[src/rtl/instr_fetch_unit.sv]
// ============================================================================
// instr_fetch_unit: sizes, fetches and presents 1-3 byte instructions.
// Optional illegal-opcode trap: define ILLEGAL_OPCODE_TRAP_EN.  Rev 1.0
// ============================================================================
`default_nettype none

module instr_fetch_unit #(
  parameter int                ADDR_W       = 16,
  parameter logic [ADDR_W-1:0] RESET_VECTOR = {ADDR_W{1'b0}}
) (
  input  logic              clk,
  input  logic              rst_n,
  output logic [ADDR_W-1:0] mem_addr,
  output logic              mem_rd,
  input  logic [7:0]        mem_rdata,
  input  logic              mem_ack,
  output logic              instr_valid,
  input  logic              instr_ready,
  output logic [7:0]        opcode,
  output logic [15:0]       operand,
  output logic [1:0]        instr_len,
  output logic [ADDR_W-1:0] instr_pc,
  input  logic              redirect_en,
  input  logic [ADDR_W-1:0] redirect_addr,
  output logic              illegal_op
);

  typedef enum logic [2:0] {
    S_FETCH_OP = 3'd0,
    S_FETCH_LO = 3'd1,
    S_FETCH_HI = 3'd2,
    S_PRESENT  = 3'd3
`ifdef ILLEGAL_OPCODE_TRAP_EN
    ,
    S_HALT     = 3'd4
`endif
  } state_t;

  state_t            r_state;
  logic [ADDR_W-1:0] r_pc;
  logic              r_mem_rd;
  logic              r_valid;
  logic [7:0]        r_opcode;
  logic [15:0]       r_operand;
  logic [1:0]        r_len;
  logic [ADDR_W-1:0] r_instr_pc;
`ifdef ILLEGAL_OPCODE_TRAP_EN
  logic              r_illegal;
`endif

  logic [1:0] w_len;
  logic       w_xfer;

  always_comb begin
    w_len = 2'd1;
    case (mem_rdata)
      8'hA9, 8'h01: w_len = 2'd2;
      8'h4C, 8'h8D: w_len = 2'd3;
      default:      w_len = 2'd1;
    endcase
  end

  assign w_xfer = r_mem_rd & mem_ack;

  always_ff @(posedge clk or negedge rst_n) begin
    if (!rst_n) begin
      r_state    <= S_FETCH_OP;
      r_pc       <= RESET_VECTOR;
      r_mem_rd   <= 1'b0;
      r_valid    <= 1'b0;
      r_opcode   <= 8'h00;
      r_operand  <= 16'h0000;
      r_len      <= 2'd0;
      r_instr_pc <= {ADDR_W{1'b0}};
`ifdef ILLEGAL_OPCODE_TRAP_EN
      r_illegal  <= 1'b0;
`endif
    end else if (redirect_en) begin
      // Redirect overrides any coincident byte transfer or handshake.
      r_pc     <= redirect_addr;
      r_state  <= S_FETCH_OP;
      r_mem_rd <= 1'b1;
      r_valid  <= 1'b0;
`ifdef ILLEGAL_OPCODE_TRAP_EN
      r_illegal <= 1'b0;
`endif
    end else begin
      case (r_state)
        S_FETCH_OP: begin
          if (!r_mem_rd) begin
            r_mem_rd <= 1'b1;
          end else if (mem_ack) begin
            r_opcode   <= mem_rdata;
            r_instr_pc <= r_pc;
            r_operand  <= 16'h0000;
            r_len      <= w_len;
            r_pc       <= r_pc + ADDR_W'(1);
            if (w_len != 2'd1) begin
              r_state <= S_FETCH_LO;
            end else begin
              r_state  <= S_PRESENT;
              r_mem_rd <= 1'b0;
              r_valid  <= 1'b1;
`ifdef ILLEGAL_OPCODE_TRAP_EN
              // Every listed opcode is multi-byte, so a 1-byte size means unknown.
              r_illegal <= 1'b1;
`endif
            end
          end
        end
        S_FETCH_LO: begin
          if (w_xfer) begin
            r_operand[7:0] <= mem_rdata;
            r_pc           <= r_pc + ADDR_W'(1);
            if (r_len == 2'd3) begin
              r_state <= S_FETCH_HI;
            end else begin
              r_state  <= S_PRESENT;
              r_mem_rd <= 1'b0;
              r_valid  <= 1'b1;
            end
          end
        end
        S_FETCH_HI: begin
          if (w_xfer) begin
            r_operand[15:8] <= mem_rdata;
            r_pc            <= r_pc + ADDR_W'(1);
            r_state         <= S_PRESENT;
            r_mem_rd        <= 1'b0;
            r_valid         <= 1'b1;
          end
        end
        S_PRESENT: begin
          if (instr_ready) begin
            r_valid <= 1'b0;
`ifdef ILLEGAL_OPCODE_TRAP_EN
            if (r_illegal) begin
              r_state  <= S_HALT;
              r_mem_rd <= 1'b0;
            end else begin
              r_state  <= S_FETCH_OP;
              r_mem_rd <= 1'b1;
            end
`else
            r_state  <= S_FETCH_OP;
            r_mem_rd <= 1'b1;
`endif
          end
        end
`ifdef ILLEGAL_OPCODE_TRAP_EN
        S_HALT: begin
          r_mem_rd <= 1'b0;
          r_valid  <= 1'b0;
        end
`endif
        default: begin
          r_state  <= S_FETCH_OP;
          r_mem_rd <= 1'b0;
          r_valid  <= 1'b0;
        end
      endcase
    end
  end

  assign mem_addr    = r_pc;
  assign mem_rd      = r_mem_rd;
  assign instr_valid = r_valid;
  assign opcode      = r_opcode;
  assign operand     = r_operand;
  assign instr_len   = r_len;
  assign instr_pc    = r_instr_pc;
`ifdef ILLEGAL_OPCODE_TRAP_EN
  assign illegal_op  = r_illegal;
`else
  assign illegal_op  = 1'b0;
`endif

endmodule

`default_nettype wire

[config.mk]
export PLATFORM = sky130hd
export DESIGN_NAME = instr_fetch_unit
export DESIGN_NICKNAME = d
export VERILOG_FILES = /design/src/rtl/instr_fetch_unit.sv
export SDC_FILE = /design/constraint.sdc
export NUM_CORES = 1
export LEC_CHECK = 0
export BUFFER_PORTS_ARGS = -buffer_cell sky130_fd_sc_hd__buf_2
export CORE_UTILIZATION = 46
export CTS_BUF_LIST = sky130_fd_sc_hd__clkbuf_16
export DETAILED_ROUTE_END_ITERATION = 8
export PLACE_DENSITY = 0.73
export SLEW_MARGIN = 0
export SYNTH_ARGS = -nofsm -noshare
export SYNTH_HDL_FRONTEND = slang
export SYNTH_SLANG_ARGS = --single-unit
[constraint.sdc]
create_clock -name clk -period 1.87 [get_ports clk]
set_input_delay 0.374 -clock clk [delete_from_list [all_inputs] [get_ports clk]]
set_output_delay 0.374 -clock clk [all_outputs]
set_load 0.005 [all_outputs]
# Word-level counts from Yosys, hierarchy flattened
# Cells that the tools add are included.
word_totals:
  wordCells: 85
  regBits: 63
  in_bits: 29
  out_inout_bits: 61
op_classes:
  bitwise_logic: 2
  add_sub_neg: 1
  muxes: 38
  n_eq_ne: 21
  n_reduce_logical: 14
ops:
  columns: ["op", "count"]
  rows:
  - ["2-to-1 mux 16 bit", 6]
  - ["one-hot mux 16 bit (2 select lines)", 1]
  - ["one-hot mux 8 bit (2 select lines)", 2]
  - ["!= test 3 bit, second input constant", 7]
  - ["2-to-1 mux 3 bit", 6]
  - ["2-to-1 mux 1 bit", 17]
  - ["adder 16 x 1 -> 16 bit, second input constant", 1]
  - ["equality test 8 bit, second input constant", 2]
  - ["AND reduction 5 bit", 3]
  - ["one-hot mux 3 bit (4 select lines)", 1]
  - ["AND reduction 4 bit", 3]
  - ["equality test 8 x 1 -> 1 bit, second input constant", 1]
  - ["equality test 8 x 7 -> 1 bit, second input constant", 1]
  - ["2-to-1 mux 8 bit", 1]
  - ["!= test 2 bit, second input constant", 4]
  - ["one-hot mux 1 bit (4 select lines)", 2]
  - ["AND reduction 7 bit", 1]
  - ["equality test 3 x 2 -> 1 bit, second input constant", 2]
  - ["OR reduction 2 bit", 3]
  - ["one-hot mux 2 bit (2 select lines)", 1]
  - ["nonzero test 2 bit", 2]
  - ["equality test 3 x 1 -> 1 bit, second input constant", 1]
  - ["zero test 3 bit", 1]
  - ["!= test 3 x 1 -> 1 bit, second input constant", 1]
  - ["other kinds (6)", 6]

# Logic depth before layout (Yosys ltp)
# Gate-level depths: netlist of the first run.
depth:
  depth_word: 9
  depth_mapped: 7
  depth_no_buf: 6

# Worst setup path before layout of the first run
# OpenSTA, ideal clock, no wires.
synth_timing:
  path_type: "register -> register"
  from: "register r_state[0]"
  to: "register r_pc[13] (netlist: mem_addr[13])"
  synth_period_minus_slack_ns: 1.869
  required_time_ns: 1.788
  path_stages_with_launch: 7
  t_arrival_ns: 1.787
  setup_ns: 0.082
  path_slack_ns: 0.001
  n_path_buf: 0
  cell_sequence: "dfrtp_1 inv_1 ha_1 o211ai_2 or3_1 or4_1 a31oi_1"
synth_between:
  elab_chain_cells: 4
  elab_cells_between_ends: 11
  classes_between: "eq/ne (5); mux (2); reduce/logical (4)"
synth_rtl:
  columns: ["element", "line", "rtl"]
  rows:
  - ["from (decl)", "39", "state_t r_state;"]
  - ["from (signal assigned)", "67", "r_state <= S_FETCH_OP;"]
  - ["from (signal assigned)", "81", "r_state <= S_FETCH_OP;"]
  - ["from (signal assigned)", "99", "r_state <= S_FETCH_LO;"]
  - ["equality test 3 x 2 -> 1 bit / equality test 3 x 1 -> 1 bit (equally long branches)", "88", "case (r_state)"]
  - ["OR reduction 2 bit (no line)", null, null]
  - ["!= test 3 x 1 -> 1 bit (no line) (tied with other cells)", null, null]
  - ["AND reduction 4 bit (no line) / 2-to-1 mux 16 bit (equally long branches)", null, null]
  - ["to (signal assigned)", "80", "r_pc <= redirect_addr;"]
  - ["to (signal assigned)", "97", "r_pc <= r_pc + ADDR_W'(1);"]
  - ["to (signal assigned)", "114", "r_pc <= r_pc + ADDR_W'(1);"]
  - ["to (decl)", "40", "logic [ADDR_W-1:0] r_pc;"]
# Parallel ways exist; a longest one is shown, timed or not.
# A chain may end at the register's enable or synchronous reset.

# Worst setup path in the final report of the first run
layout_timing:
  from: "register r_state[1]"
  to: "register r_pc[13] (netlist: mem_addr[13])"
# Same word-level chain as after synthesis.

==> metrics.csv, run 1 <==
stage;metric;value;unit
detailed_routing;drt pass-1 iters;4;
synth;EDFF count, synth;0;
pwr;Static Leak;1.97;nW
synth;post-synth net total;326;
synth;Mapped Cells;292;
grt;vias in the first global route;2297;
place;placer congestion estimate;0.789;
synth;Compound-Gate Fraction of Synth Area;13.9;%
synth;count of cell types in the netlist;41;
setup_path;crit-path cells;inv_1 -> ha_4 -> o211ai_4 -> or3_1 -> or4_1 -> a31oi_1;
grt;GR Util All Layers;23.6;%
timing;final setup margin;0.0777;ns
cts;CTS clk-pin slew, worst paths;0.05;ns
place;DP HPWL;5060;um
synth;XOR/XNOR share of the synthesized area;3.09;%
pwr;VDD IR max;0.000879;V
detailed_routing;DR vias/cell;5.36;
cts;# clock sinks;62;
synth;post-synthesis adder-cell area fraction;2.20;%
pwr;Power Dens Cells;1480;mW/mm^2
place;pre-CTS setup slack;-0.0250;ns
cts;Clock Path Buffers;2;
timing;post-layout min period;1.79;ns
flow_run;max_cap viols;0;
synth;Post-synth top flop;dfrtp_1;
cts;Clock Tree Root;clkbuf_16;
setup_path;Required @ worst endpoint;2.10;ns
timing;max-slew violation count;0;
setup_path;critical path's largest stage delay;0.41;ns
cts;# hold bufs at CTS;0;
cells_and_area;ANT cells;0;
synth;mux share of post-synthesis cell area;0.705;%
timing;final hold vios;0;
worst_hold_path;Hold Crit Class;in -> async;
cts;clock buffer count from CTS;9;
detailed_routing;total wire length;7410;um
floorplanning;die span in x;80.5;um
grt;met2 Use GR;35.1;%
timing;clk_skew;0.00592;ns
detailed_routing;remaining antenna violation count;0;
grt;M3 GR Usage;4.32;%
timing;Slew @ Worst Pin;0.547;ns
cts;H-tree levels;3;
setup_path;family with the most delay on the worst path;simple AND/OR/NAND/NOR gates;
grt;largest net degree at the start of global routing;63;
setup_path;Buf+Inv Stages, Crit Path;1;
floorplanning;Die ar.;0.00649;mm^2
cells_and_area;Area Growth Syn to Fin;35.7;%
synth;main combinational cell family by area after synthesis;simple AND/OR/NAND/NOR gates;
detailed_routing;drt wl/cell;15.5;um
place;Port Buf Inserts;88;
detailed_routing;vias;2555;
synth;Post-synth ARST share;100;%
setup_path;reg-to-reg critical path endpoint;mem_addr[13];
detailed_routing;# DRC;0;
timing;Tcrit/Tclk final;95.8;%
synth;Avg Cell Area, Syn;9.72;um^2
timing;final hold slack;0.0390;ns
setup_path;Worst R2R Path Depth;6;
synth;Synth Area in Simple Gates;22.7;%
grt;GR peak layer;met2;
timing;Final setup viols;0;
synth;mapped cell area;0.00284;mm^2
grt;M1 GR Usage;33.2;%
detailed_routing;DRT iter0 DRCs;181;
timing;unrepaired setup endpoints after global routing;true;
grt;initial antenna violation count;0;
timing;Max Clk Rate;558;MHz
floorplanning;core area;0.00592;mm^2
setup_path;startpoint types;register;
grt;first-pass GRT wire length;11400;um
setup_path;R2R Setup Slk;0.08;ns
cells_and_area;layout cell share with drive strength beyond 1;32.6;%
place;dpl cell area;0.00345;mm^2
timing;TNS Setup;0;ns
synth;sequential element share of the synthesized area;54.7;%
synth;Ys Warns;0;
setup_path;Crit Path Category;reg -> reg;
cts;Skew-Pair Late Insertion Delay;0.32;ns
cells_and_area;Final nets;431;
setup_path;slowest CP cell;or4_1;
timing;Max-Slew Margin vs Limit;63.4;%
cts;CTS tree;yes;
setup_path;crit-path max FO;4;
setup_path;reg2reg start;r_state[1];
synth;Yosys reg bits;62;
grt;Remaining Overflow, GRT;0;
setup_path;crit end category;register;
floorplanning;Die Ht;80.5;um
setup_path;arrival time at the worst endpoint;2.03;ns
floorplanning;cell row count;28;
floorplanning;IO Count;90;
cells_and_area;Finished Cell Area;0.00385;mm^2
run_status;outcome;finished, final reports clean;
floorplanning;Initial Utilization;47.9;%
## metrics by stage
stage                     util (%)  instances  power [mW]
final                         65.0        477        5.68
after floorplan                  -        292        3.00
after global routing          65.0        477        6.02
after detailed placement      58.3        459        3.86
after CTS                     63.6        475        5.58
after global placement        58.3        459        3.80
## routing by layer
| layer | share of wire [%] | wire, um |
|---|---|---|
| met5 | 0 | 0 |
| met4 | 1.7 | 127 |
| met3 | 3.9 | 289 |
| met2 | 47 | 3510 |
| met1 | 47 | 3480 |
## cell type report
class | instances | area [um^2]
clock inverters | 7 | 80.1
well taps | 75 | 93.8
fillers | 497 | 2070
flip-flops and latches | 62 | 1550
inverters | 7 | 26.3
repair buffers | 105 | 584
clock buffers | 9 | 225
multi-input cells | 212 | 1290
## registers in the layout, summed over array words and instances (netlist names)
register	cells
r_state	2
mem_addr	16
opcode	8
instr_valid	1
instr_pc	16
mem_rd	1
instr_len	2
operand	16
## worst max path at each step
stage,from,to,depth (start not counted)
after global placement,r_state[0],mem_addr[13],6
after global routing,r_state[0],mem_addr[13],6
after detailed placement,mem_ack,operand[5],5
after CTS,r_state[1],mem_addr[13],6
after floorplan,r_state[0],mem_addr[13],6
final,r_state[1],mem_addr[13],6
## report_power, final
group          switching (mW)  total [mW]  internal, mW
sequential              0.318        2.14          1.82
combinational           0.922        1.85         0.927
clock                   0.552        1.70          1.14
## placed cells by master, fill, tap and decap left out, types with 2 or more instances in the layout
master      n
clkinv_1    4
xnor2_1     9
o31ai_1     3
nor4_4      2
o21ai_0    15
o31a_1      2
buf_2      88
a2bb2oi_1   2
a22o_1     16
ha_1        4
a21o_1      2
bufinv_16   2
nand3_1     5
or3_1       2
nand2_1    90
a31oi_1     5
inv_1       7
or2_2       2
mux2i_1     2
buf_4      15
nor3b_4     2
nor3b_1     2
and3_1      2
nor4_1      7
dfrtp_2     2
o211ai_1    3
nor2_1     10
dfrtp_1    60
clkbuf_16   9
nand4_1     4
nor3_1      4
## Yosys cell counts (all sizes together) (2+ instances only)
library cell  number  share of area (%)
nand2             90                 12
dfrtp             62                 55
a22o              16                4.9
o21ai             15                2.6
nor2              10                1.3
nor4               9                2.0
xnor2              9                2.8
clkbuf             8                1.1
inv                6               0.79
nand3              6                1.2
a31oi              5                1.1
ha                 5                2.2
nor3               5               0.88
nor3b              5                1.9
nand4              4               0.88
o211ai             4                1.2
buf                3               0.62
o31ai              3               0.79
or3                3               0.66
a21o               2               0.53
a2bb2oi            2               0.62
and3               2               0.44
mux2i              2               0.71
o31a               2               0.62
or2                2               0.44
## timing repair
| action | in CTS | in global routing |
|---|---|---|
| pin swaps | 1 | 3 |
| setup endpoints to repair | 5 | 15 |
| buffers inserted | 0 | 2 |
| gates resized for setup | 2 | 11 |
| hold endpoints to repair | 0 | 0 |
## cells by family (layout without fill, tap and decap cells)
logic type | Yosys count | in the layout
other | 1 | 1
xor gates and xnor gates | 10 | 10
buffers and inverters | 18 | 128
AOI/OAI and AO/OA | 54 | 54
muxes | 2 | 2
and+or+nand+nor | 140 | 140
adders and majority gates | 5 | 5
DFF | 62 | 62
No activity file was read; power rests on OpenSTA's default activity.
==> inputs of run 2 (changes only) <==
--- a/config.mk
+++ b/config.mk
@@ -6,6 +6,7 @@
 export NUM_CORES = 1
 export LEC_CHECK = 0
 export BUFFER_PORTS_ARGS = -buffer_cell sky130_fd_sc_hd__buf_2
+export CORE_MARGIN = 3
 export CORE_UTILIZATION = 46
 export CTS_BUF_LIST = sky130_fd_sc_hd__clkbuf_16
 export DETAILED_ROUTE_END_ITERATION = 8
==> run 2 against run 1 <==
Against the previous run:
- worst setup slack better by 0.0051 ns
- wire length rose by 2.0%
- final cell count is 1.0% lower
==> metrics.csv, run 2 (synthesis gave the netlist of run 1 again) <==
stage;metric;value;unit;change
run_status;outcome;finished, final reports clean;;
detailed_routing;drt wl/cell;16.0;um;+3.1%
timing;Max Clk Rate;560;MHz;+0.29%
detailed_routing;vias;2514;;-1.6%
cells_and_area;commonest non-fill, non-tap cells in the layout;nand2_1, buf_2, dfrtp_1, a22o_1, o21ai_0;;
place;Port Buf Inserts;88;;unchanged
floorplanning;die span in x;84.5;um;+5.0%
pwr;switching portion of total power;33.1;%;+1.5 points
floorplanning;Die Ht;84.5;um;+5.0%
pwr;Power Dens Cells;1460;mW/mm^2;-1.4%
setup_path;R2R Setup Slk;0.08;ns;about the same
timing;final setup margin;0.0828;ns;+0.00511 ns
setup_path;arrival time at the worst endpoint;1.99;ns;-0.04 ns
cells_and_area;ANT cells;0;;unchanged
detailed_routing;DR vias/cell;5.33;;-0.56%
pwr;Static Leak;1.94;nW;-1.8%
cells_and_area;Area Growth Syn to Fin;35.1;%;
cts;CTS clk-pin slew, worst paths;0.06;ns;about the same
floorplanning;core area;0.00574;mm^2;-3.0%
cts;H-tree levels;3;;unchanged
timing;post-layout min period;1.79;ns;-0.00511 ns
grt;Remaining Overflow, GRT;0;;unchanged
setup_path;Worst R2R Path Depth;7;;+1
grt;vias in the first global route;2390;;+4.0%
setup_path;critical path's largest stage delay;0.36;ns;-0.05 ns
pwr;P_sw;1.85;mW;+3.0%
grt;first-pass GRT wire length;12300;um;+7.7%
cells_and_area;Finished Cell Area;0.00383;mm^2;-0.39%
timing;final hold vios;0;;unchanged
setup_path;startpoint types;register;;
timing;Slew @ Worst Pin;0.581;ns;+0.0337 ns
cts;Clock Tree Root;clkbuf_16;;
detailed_routing;# DRC;0;;unchanged
pwr;logic gate share of total power;32.5;%;about the same
place;placer congestion estimate;0.890;;+13%
timing;clk_skew;0.00460;ns;-0.00132 ns
cts;# hold bufs at CTS;0;;unchanged
floorplanning;Initial Utilization;49.4;%;+1.5 points
cts;Clock Path Buffers;2;;unchanged
floorplanning;IO Count;90;;unchanged
cts;CTS tree;yes;;
detailed_routing;remaining antenna violation count;0;;unchanged
grt;largest net degree at the start of global routing;63;;unchanged
cts;Skew-Pair Late Insertion Delay;0.32;ns;about the same
pwr;Flop pwr share;38.3;%;+0.7 points
timing;unrepaired setup endpoints after global routing;true;;
cts;clock buffer count from CTS;9;;unchanged
setup_path;slowest CP cell;dfrtp_1;;
place;dpl cell area;0.00344;mm^2;-0.33%
setup_path;crit end category;register;;
place;pre-CTS setup slack;-0.0367;ns;-0.0118 ns
cells_and_area;Final nets;429;;-0.46%
timing;Final setup viols;0;;unchanged
place;DP HPWL;5250;um;+3.9%
cells_and_area;most common cell after layout, fill and taps aside;nand2_1;;
setup_path;reg-to-reg critical path endpoint;mem_addr[11];;
detailed_routing;total wire length;7550;um;+2.0%
detailed_routing;drt pass-1 iters;4;;unchanged
cells_and_area;layout cell share with drive strength beyond 1;34.8;%;+2.2 points
setup_path;Crit Path Category;reg -> reg;;
setup_path;crit-path cells;inv_2 -> ha_4 -> o211ai_2 -> buf_4 -> nor4_4 -> nor3b_1 -> a221o_1;;
grt;GR Util All Layers;21.7;%;-1.9 points
pwr;Clock power frac;29.3;%;-0.5 points
worst_hold_path;Hold Crit Class;in -> async;;
pwr;VDD IR max;0.000838;V;-4.7%
timing;Max-Slew Margin vs Limit;61.1;%;-2.3 points
grt;initial antenna violation count;0;;unchanged
timing;max-slew violation count;0;;unchanged
floorplanning;Die ar.;0.00715;mm^2;+10%
setup_path;reg2reg start;r_state[0];;
cts;# clock sinks;62;;unchanged
flow_run;max_cap viols;0;;unchanged
setup_path;crit-path max FO;13;;+9
pwr;internal power;3.73;mW;-4.0%
timing;Tcrit/Tclk final;95.6;%;-0.27 points
detailed_routing;DRT iter0 DRCs;96;;-47%
setup_path;Required @ worst endpoint;2.08;ns;-0.02 ns
floorplanning;cell row count;27;;-3.6%
## run 2: timing repair
| action | in CTS | in global routing |
|---|---|---|
| gates resized for setup | 2 | 15 |
| endpoints found under the setup margin | 10 | 26 |
| hold endpoints to repair | 0 | 0 |
| pin swaps | 1 | 3 |
| setup buffers | 0 | 1 |
## run 2: worst max path at each step
stage | start | to | slack (ns) | cells past startpoint
2_1_floorplan | r_state[0] | mem_addr[13] | 0.001 | 6
3_3_place_gp | r_state[0] | mem_addr[13] | 0.07 | 6
3_5_place_dp | mem_ack | operand[3] | -0.04 | 5
4_1_cts | r_state[0] | mem_addr[6] | 0.007 | 7
5_1_grt | r_state[0] | mem_addr[11] | -0.04 | 7
6_report | r_state[0] | mem_addr[11] | 0.08 | 7
## run 2: metal layers
metal	track usage (%)	share of wire, %
met1	31.3	46
met2	32.2	47
met3	4.42	5.9
met4	8.63	1.1
met5	0	0
## run 2: final cells by class
class | count | area (um^2)
Multi-Input combinational cell | 212 | 1300
Fill cell | 483 | 1910
Clock inverter | 7 | 75.1
Clock buffer | 9 | 225
Sequential cell | 62 | 1550
Inverter | 7 | 26.3
Timing Repair Buffer | 103 | 566
Tap cell | 72 | 90.1
## run 2: metrics by stage
| stage | util [%] | hold WS, ns | instances | setup TNS [ns] | total power, mW |
|---|---|---|---|---|---|
| 6_report | 66.8 | 0.0460 | 472 | 0 | 5.58 |
| 5_1_grt | 66.8 | 0.0822 | 472 | -0.116 | 5.94 |
| 4_1_cts | 65.3 | 0.0626 | 471 | 0 | 5.55 |
| 3_5_place_dp | 59.9 | 0.409 | 455 | -0.251 | 3.87 |
| 3_3_place_gp | 59.9 | 0.412 | 455 | 0 | 3.81 |
| 2_1_floorplan | - | 0.0784 | 292 | 0 | 3.00 |
## run 2: worst max-delay path: cells and delay by family, from the launching register on
family / cells / cell delay [ns]
flip-flops: 1 / 0.36
AO/OA/AOI/OAI: 2 / 0.37
AND/OR/NAND/NOR: 2 / 0.38
adder cells (fa/ha/maj): 1 / 0.27
buffers and inverters: 2 / 0.29
## run 2: power groups by stage
stage	combinational, mW	sequential, mW	clock, mW
2_1_floorplan	0.841	2.16	0
3_3_place_gp	1.67	2.14	0
3_5_place_dp	1.73	2.14	0
4_1_cts	1.75	2.13	1.66
5_1_grt	2.01	2.21	1.73
6_report	1.81	2.14	1.63
